===== src/rtl/uart_bus_master.sv =====
// Byte-stream command bridge: parses 'W'/'R' frames from a UART receiver and
// drives them as a second initiator on the valid/ready memory bus.
module uart_bus_master #(
  parameter int          BUS_TIMEOUT   = 1024,
  parameter int          FRAME_TIMEOUT = 800000,
  parameter logic [7:0]  ACK_BYTE      = 8'h06,
  parameter logic [7:0]  NAK_BYTE      = 8'h15
) (
  input  logic        clk,
  input  logic        resetn,
  input  logic [7:0]  rx_data,
  input  logic        rx_valid,
  output logic [7:0]  tx_data,
  output logic        tx_valid,
  input  logic        tx_ready,
  output logic        mem_valid,
  output logic [31:0] mem_addr,
  output logic [31:0] mem_wdata,
  output logic [3:0]  mem_wstrb,
  input  logic        mem_ready,
  input  logic [31:0] mem_rdata,
  output logic        busy,
  output logic [7:0]  err_count
);

  localparam int FW = $clog2(FRAME_TIMEOUT + 1);
  localparam int BW = $clog2(BUS_TIMEOUT + 1);
  localparam logic [FW-1:0] FRAME_LAST = FW'(FRAME_TIMEOUT - 1);
  localparam logic [BW-1:0] BUS_LAST   = BW'(BUS_TIMEOUT - 1);
  localparam logic [FW-1:0] FRAME_ONE  = FW'(1);
  localparam logic [BW-1:0] BUS_ONE    = BW'(1);

  localparam logic [2:0] IDLE = 3'd0;
  localparam logic [2:0] ADDR = 3'd1;
  localparam logic [2:0] DATA = 3'd2;
  localparam logic [2:0] BUS  = 3'd3;
  localparam logic [2:0] RESP = 3'd4;

  localparam logic [7:0] OP_WRITE = 8'h57;
  localparam logic [7:0] OP_READ  = 8'h52;

  logic [2:0]    state;
  logic          is_write;
  logic [1:0]    byte_cnt;
  logic [FW-1:0] idle_cnt;
  logic [BW-1:0] bus_cnt;
  logic [1:0]    tx_left;
  logic [31:0]   rdata_sr;

  // Frame parser, bus initiator and response sequencer.
  always_ff @(posedge clk or negedge resetn) begin
    if (!resetn) begin
      state     <= IDLE;
      is_write  <= 1'b0;
      byte_cnt  <= 2'd0;
      idle_cnt  <= '0;
      bus_cnt   <= '0;
      tx_left   <= 2'd0;
      rdata_sr  <= 32'h0000_0000;
      tx_data   <= 8'h00;
      tx_valid  <= 1'b0;
      mem_valid <= 1'b0;
      mem_addr  <= 32'h0000_0000;
      mem_wdata <= 32'h0000_0000;
      mem_wstrb <= 4'h0;
      busy      <= 1'b0;
      err_count <= 8'h00;
    end else begin
      case (state)
        IDLE: begin
          if (rx_valid && (rx_data == OP_WRITE || rx_data == OP_READ)) begin
            state     <= ADDR;
            is_write  <= (rx_data == OP_WRITE);
            mem_wstrb <= (rx_data == OP_WRITE) ? 4'hF : 4'h0;
            byte_cnt  <= 2'd0;
            idle_cnt  <= '0;
            busy      <= 1'b1;
          end
        end
        ADDR: begin
          if (rx_valid) begin
            mem_addr <= {mem_addr[23:0], rx_data};
            idle_cnt <= '0;
            byte_cnt <= byte_cnt + 2'd1;
            if (byte_cnt == 2'd3) begin
              if (is_write) begin
                state <= DATA;
              end else begin
                state     <= BUS;
                mem_valid <= 1'b1;
                bus_cnt   <= '0;
              end
            end
          end else if (idle_cnt == FRAME_LAST) begin
            // Stale partial frame: drop it silently.
            state <= IDLE;
            busy  <= 1'b0;
          end else begin
            idle_cnt <= idle_cnt + FRAME_ONE;
          end
        end
        DATA: begin
          if (rx_valid) begin
            mem_wdata <= {mem_wdata[23:0], rx_data};
            idle_cnt  <= '0;
            byte_cnt  <= byte_cnt + 2'd1;
            if (byte_cnt == 2'd3) begin
              state     <= BUS;
              mem_valid <= 1'b1;
              bus_cnt   <= '0;
            end
          end else if (idle_cnt == FRAME_LAST) begin
            state <= IDLE;
            busy  <= 1'b0;
          end else begin
            idle_cnt <= idle_cnt + FRAME_ONE;
          end
        end
        BUS: begin
          // Ready is checked before the timeout so a last-cycle ready wins.
          if (mem_ready) begin
            mem_valid <= 1'b0;
            state     <= RESP;
            tx_valid  <= 1'b1;
            if (is_write) begin
              tx_data <= ACK_BYTE;
              tx_left <= 2'd0;
            end else begin
              tx_data  <= mem_rdata[31:24];
              rdata_sr <= {mem_rdata[23:0], 8'h00};
              tx_left  <= 2'd3;
            end
          end else if (bus_cnt == BUS_LAST) begin
            mem_valid <= 1'b0;
            state     <= RESP;
            tx_valid  <= 1'b1;
            tx_data   <= NAK_BYTE;
            tx_left   <= 2'd0;
            if (err_count != 8'hFF) begin
              err_count <= err_count + 8'd1;
            end
          end else begin
            bus_cnt <= bus_cnt + BUS_ONE;
          end
        end
        RESP: begin
          if (tx_ready) begin
            if (tx_left == 2'd0) begin
              tx_valid <= 1'b0;
              state    <= IDLE;
              busy     <= 1'b0;
            end else begin
              tx_data  <= rdata_sr[31:24];
              rdata_sr <= {rdata_sr[23:0], 8'h00};
              tx_left  <= tx_left - 2'd1;
            end
          end
        end
        default: begin
          state     <= IDLE;
          tx_valid  <= 1'b0;
          mem_valid <= 1'b0;
          busy      <= 1'b0;
        end
      endcase
    end
  end

endmodule


===== config.mk =====
export PLATFORM = sky130hd
export DESIGN_NAME = uart_bus_master
export DESIGN_NICKNAME = d
export VERILOG_FILES = /design/src/rtl/uart_bus_master.sv
export SDC_FILE = /design/constraint.sdc
export NUM_CORES = 1
export LEC_CHECK = 0
export CORE_MARGIN = 2
export CORE_UTILIZATION = 52
export DETAILED_ROUTE_END_ITERATION = 16
export PLACE_DENSITY = 0.82
export RECOVER_POWER = 50
export SYNTH_ARGS = -nofsm -noshare
export SYNTH_HDL_FRONTEND = slang
export SYNTH_SLANG_ARGS = --single-unit
export TNS_END_PERCENT = 50

===== constraint.sdc =====
create_clock -name clk -period 2.4 [get_ports clk]
set_input_delay 0.36 -clock clk [delete_from_list [all_inputs] [get_ports clk]]
set_output_delay 0.36 -clock clk [all_outputs]
set_load 0.005 [all_outputs]

==> results.tsv, run 1 <==
metric	value	unit
status	finished, violations left	
violations	max-capacitance violations, max-slew violations	
die_w	118	um
cts_max_level	4	
cp-start-kind	flip-flop	
cts_tree	built	
ant_nets	0	
end_kind	flip-flop	
finClkSkew	0.00689	ns
synth_fp_nets	676	
num_rows	41	
min_path_type	flip-flop to flip-flop	
insertedDiodeCount	0	
avgSynthCellArea	10.9	um2
hold_violations	0	
pin_count	132	
async_flop_share	100	%
p_leak	4.01	nW
yosysUniqueCellTypes	66	
worstMarginPinSlew	1.51	ns
ctsLongestPathBuffers	2	
port_buffers	131	
syn_to_final_growth	33.0	%
core-area	12700	um2
m1WireLength	6920	um
synth_cells	626	
rsz0062_at_grt	false	
via_count	5525	
syn_area	6810	um2
die_h	118	um
clkLatencyLatePin	0.42	ns
synthTopCellsByArea	dfrtp_1, mux2_2, nand2_1, nor2_1, a31oi_1	
synthFlopType	dfrtp_1	
routed.top_layer	met4	
crit_type	flip-flop to flip-flop	
synth-seq-cells	146	
routed_wl	16800	um
grt_pass1_wl	27700	um
netlist.area_leader.share	53.7	%
yosysTopAreaCell	dfrtp_1	
drcViolationCount	0	
crit_fanout	16	
drive_gt1_share	17.3	%
wl_met3	901	um
ys_warn_count	0	
pre_cts_ws	-0.0583	ns
drt_iter0_drc	356	
max_freq	458	MHz
setup_ws	0.219	ns
finalCritPeriodShare	90.9	%
gp_congestion	0.866	
grtUsageTotal	24.8	%
finalCriticalPeriod	2.18	ns
fin_nets	822	
nFillCells	899	
via_per_inst	5.77	
synth_seq_area_share	53.7	%
die-area	14000	um2
start_util	53.5	%
synth_edf_count	0	
cts_root_buf	clkbuf_16	
peakVddDrop	509	uV
drv_cap	1	
cts_sinks	146	
final_util	71.2	%
post_drt_wl_per_cell	17.5	um
post_cts_buffers	0	
firstDrtPassIters	5	
tns	0	ns
relSlewSlack	-0.531	%
cts_buffers	17	
arrival	2.47	ns
whs	0.479	ns
antenna_found_initial	0	
finalMaxSlewViolations	60	
setup_viol	0	
grt_pass1_vias	5544	
hpwl	11800	um
grt_start_max_net_pins	62	
p_per_area	1100	nW/um2
overflow	0	
cp.required	2.69	ns
wl_met2	8530	um
clk_pin_slew	0.06	ns
## power by group
part	total, mW	leakage [nW]	switching (mW)	internal (mW)
clock network	2.74	0.298	1.04	1.70
registers	3.87	1.86	0.601	3.27
logic	3.33	1.85	1.44	1.89
total	9.94	4.01	3.08	6.86
## through the flow
step | cells | cell area [um2] | power (mW)
after CTS | 957 | 9060 | 10.1
after global routing | 957 | 9060 | 10.5
after global placement | 924 | 8440 | 7.11
after detailed placement | 924 | 8440 | 7.32
final | 957 | 9060 | 9.94
after floorplan | 626 | 6810 | 5.43
## cells in the final DEF, fill, tap and decap left out, types with 6 or more instances in the layout
cell / n
dfrtp_1: 146
o31ai_1: 12
or4_1: 8
clkbuf_16: 17
buf_4: 26
clkdlybuf4s50_1: 88
nor3_1: 9
nand4_1: 10
nor2_1: 39
inv_1: 8
a22o_1: 10
o21ai_0: 19
a21oi_1: 20
nand3_1: 24
dlygate4sd3_1: 43
mux2_1: 10
nand2_1: 76
and3_1: 8
and2_1: 6
o21ai_1: 16
mux2_2: 55
a31oi_1: 23
## cells by family after synthesis
kind of cell,Yosys count,share of synthesized area (%)
and+or+nand+nor,222,17.0
DFF,146,53.7
buffers and inverters,47,3.27
adders and majority gates,5,0.919
xor gates and xnor gates,9,1.16
AOI/OAI and AO/OA,130,12.9
muxes,67,11.0
## worst max-delay path, stage by stage (launching register included)
cell     delay, ns
dfrtp_1       0.50
buf_4         0.21
and2_1        0.23
nor2_1        0.26
nand2_2       0.16
buf_4         0.23
o31ai_1       0.33
o31ai_1       0.13
## final timing paths
kind | start | to | slack, ns | cells past startpoint
max | state[0] | idle_cnt[2] | 0.22 | 7
max in group asynchronous | resetn | bus_cnt[4] | 0.40 | 3
max reg2reg | state[0] | idle_cnt[2] | 0.22 | 7
min reg2reg | mem_addr[30] | mem_addr[30] | 0.48 | 1
min in group asynchronous | resetn | mem_addr[24] | 0.84 | 2
min | mem_addr[30] | mem_addr[30] | 0.48 | 1
## area by class of cell
class	count	area (um2)	area share, %
repair buffers	165	1590	17.6
inverters	9	33.8	0.373
clock inverters	11	151	1.67
flip-flops and latches	146	3650	40.3
clock buffers	21	460	5.08
multi-input cells	433	2950	32.6
well taps	172	215	2.38
## synthesized netlist by cell type (4+ instances only)
| library cell | count |
|---|---|
| dfrtp_1 | 146 |
| nand2_1 | 76 |
| mux2_2 | 55 |
| nor2_1 | 39 |
| nand3_1 | 24 |
| a31oi_1 | 23 |
| a21oi_1 | 20 |
| o21ai_0 | 19 |
| o21ai_1 | 16 |
| clkbuf_1 | 15 |
| buf_2 | 13 |
| o31ai_1 | 12 |
| a22o_1 | 10 |
| mux2_1 | 10 |
| nand4_1 | 10 |
| nor3_1 | 9 |
| and3_1 | 8 |
| inv_1 | 8 |
| or4_1 | 8 |
| and2_1 | 6 |
| buf_4 | 6 |
| ha_1 | 5 |
| nor4_1 | 5 |
| xnor2_1 | 5 |
| a22oi_1 | 4 |
| nand2b_1 | 4 |
| or3_1 | 4 |
| xor2_1 | 4 |
## registers in the layout, summed over array words and instances (netlist names)
signal and cells:
mem_valid 1, err_count 8, state 3, idle_cnt 20, tx_left 2, byte_cnt 2
mem_wdata 32, busy 1, mem_wstrb 1, mem_addr 32, tx_valid 1, bus_cnt 11
rdata_sr 24, tx_data 8
## per-layer routing
layer / vias up / global-route usage (%)
met5: - / 0
met4: 0 / 10.5
met3: 34 / 5.65
met2: 179 / 42.6
met1: 2729 / 30.1
li1: 2583 / -
## repair_timing
action                     4_1_cts  5_1_grt
hold endpoints to repair        57        0
hold buffers                     1        0
resized for setup                0        1
setup endpoints to repair        0        6
Power figures use the tool's default switching activity.
==> run 2, diff against run 1 <==
--- a/config.mk
+++ b/config.mk
@@ -5,7 +5,7 @@
 export SDC_FILE = /design/constraint.sdc
 export NUM_CORES = 1
 export LEC_CHECK = 0
-export CORE_MARGIN = 2
+export CORE_MARGIN = 3
 export CORE_UTILIZATION = 52
 export DETAILED_ROUTE_END_ITERATION = 16
 export PLACE_DENSITY = 0.82
==> run 2 against run 1 <==
  * The run still ends with max-capacitance violations, max-slew violations left
  * Critical path depth shrank 1
  * Design area grew 0.58%
  * Sequential power grew 1%
  * Global-route usage shrank 0.41 points
  * Setup slack gained 0.019 ns
  * Final cell count grew 0.42%
  * Largest cell class unchanged
  * Highest routed layer unchanged
==> results.tsv, run 2 (synthesis results as in run 1) <==
metric	value	unit
m1WireLength	7090	um
die_h	120	um
num_rows	41	
final_cell_mix	dfrtp_1, clkdlybuf4s50_1, nand2_1, mux2_2, dlygate4sd3_1	
setup_viol	0	
seqCellArea	3650	um2
max_stage_delay	0.62	ns
clkLatencyLatePin	0.42	ns
finalMaxSlewViolations	68	
cts_tree	built	
ctsLongestPathBuffers	2	
relSlewSlack	-9.36	%
reg.largest.list	mem_addr x32, mem_wdata x32, rdata_sr x24	
pre_cts_ws	-0.0261	ns
core-area	12700	um2
end_kind	flip-flop	
placed_cell_area	8470	um2
worstMarginPinSlew	1.64	ns
fin_nets	826	
antenna_found_initial	0	
gp_congestion	0.915	
min_path_type	flip-flop to flip-flop	
status	finished, violations left	
cp.required	2.73	ns
multiInputGateArea	2950	um2
routed.top_layer	met4	
drt_iter0_drc	334	
start_util	53.5	%
grt_pass1_vias	5711	
min-delay-start	mem_addr[30]	
stdcell_area	9110	um2
rsz0062_at_grt	false	
insertedDiodeCount	0	
r2r-start	state[0]	
via_count	5553	
cts_max_level	4	
hpwl	11900	um
grtUsageTotal	24.4	%
post_cts_buffers	0	
drive_gt1_share	18.0	%
grt_pass1_wl	28200	um
tns	0	ns
finClkSkew	0.00695	ns
finalCritPeriodShare	90.1	%
routed_wl	17100	um
die_w	120	um
layout.cells.non_filler	961	
drcViolationCount	0	
dp_cells	928	
ant_nets	0	
finalCriticalPeriod	2.16	ns
p_per_area	1100	nW/um2
nFillCells	919	
overflow	0	
clk_pin_slew	0.06	ns
port_buffers	131	
max_freq	462	MHz
via_per_inst	5.78	
whs	0.480	ns
power	10.0	mW
crit_chain	and2_1, nor4_2, and3_1, buf_4, or4_1, a21oi_1	
peakVddDrop	514	uV
syn_to_final_growth	33.8	%
crit_type	flip-flop to flip-flop	
cts_root_buf	clkbuf_16	
cts_buffers	17	
grt_start_max_net_pins	69	
wl_met2	8870	um
hold_violations	0	
post_drt_wl_per_cell	17.8	um
p_leak	4.05	nW
final_util	71.6	%
cts_sinks	146	
mostFrequentLayoutCell	dfrtp_1	
pin_count	132	
wl_met3	936	um
drv_cap	1	
setup_ws	0.238	ns
arrival	2.50	ns
crit_start	state[0]	
die-area	14500	um2
crit_fanout	16	
cp_slowest_cell	dfrtp_1	
cp-start-kind	flip-flop	
violations	max-capacitance violations, max-slew violations	
firstDrtPassIters	5	
-- run 2: cell count changes in the layout (fill, tap and decap cells not counted), moves of 2 or more --
cell	change
inv_6	-2
clkbuf_1	-2
buf_2	-2
buf_4	+8
clkinv_4	+3
-- run 2: area by class of cell --
class | instances | share of cell area [%]
clock buffer | 21 | 5.16
clock inverter | 11 | 1.68
inverter | 9 | 0.371
multi-input combinational | 433 | 32.4
sequential | 146 | 40.1
tap | 172 | 2.36
timing repair buffer | 169 | 17.9
-- run 2: timing repair --
action / in CTS / in global routing
gates resized for setup: 0 / 1
endpoints found under the setup margin: 0 / 9
hold buffers: 1 / 0
hold endpoints to repair: 65 / 0
-- run 2: power by group --
group / switching [mW] / internal [mW]
clock: 1.04 / 1.73
sequential: 0.638 / 3.27
combinational: 1.42 / 1.90
total: 3.10 / 6.90
-- run 2: final timing paths --
kind,slack [ns],depth (start not counted),end
min in group asynchronous,0.92,2,mem_addr[24]
hold / removal,0.48,1,mem_addr[30]
setup / recovery,0.24,6,idle_cnt[13]
setup reg to reg,0.24,6,idle_cnt[13]
max in group asynchronous,0.44,3,rdata_sr[29]
hold reg to reg,0.48,1,mem_addr[30]
-- run 2: layer usage --
layer	GRT usage, %	vias up
met5	0	-
met4	9.56	0
met3	4.72	23
met2	41.7	196
met1	30.8	2744
li1	-	2590
-- run 2: critical path, delay by kind of cell (launching register included) --
| kind | cells | cell delay (ns) |
|---|---|---|
| buffers and inverters | 1 | 0.17 |
| AO/OA/AOI/OAI | 1 | 0.17 |
| AND/OR/NAND/NOR | 4 | 1.11 |
| flip-flops | 1 | 0.62 |
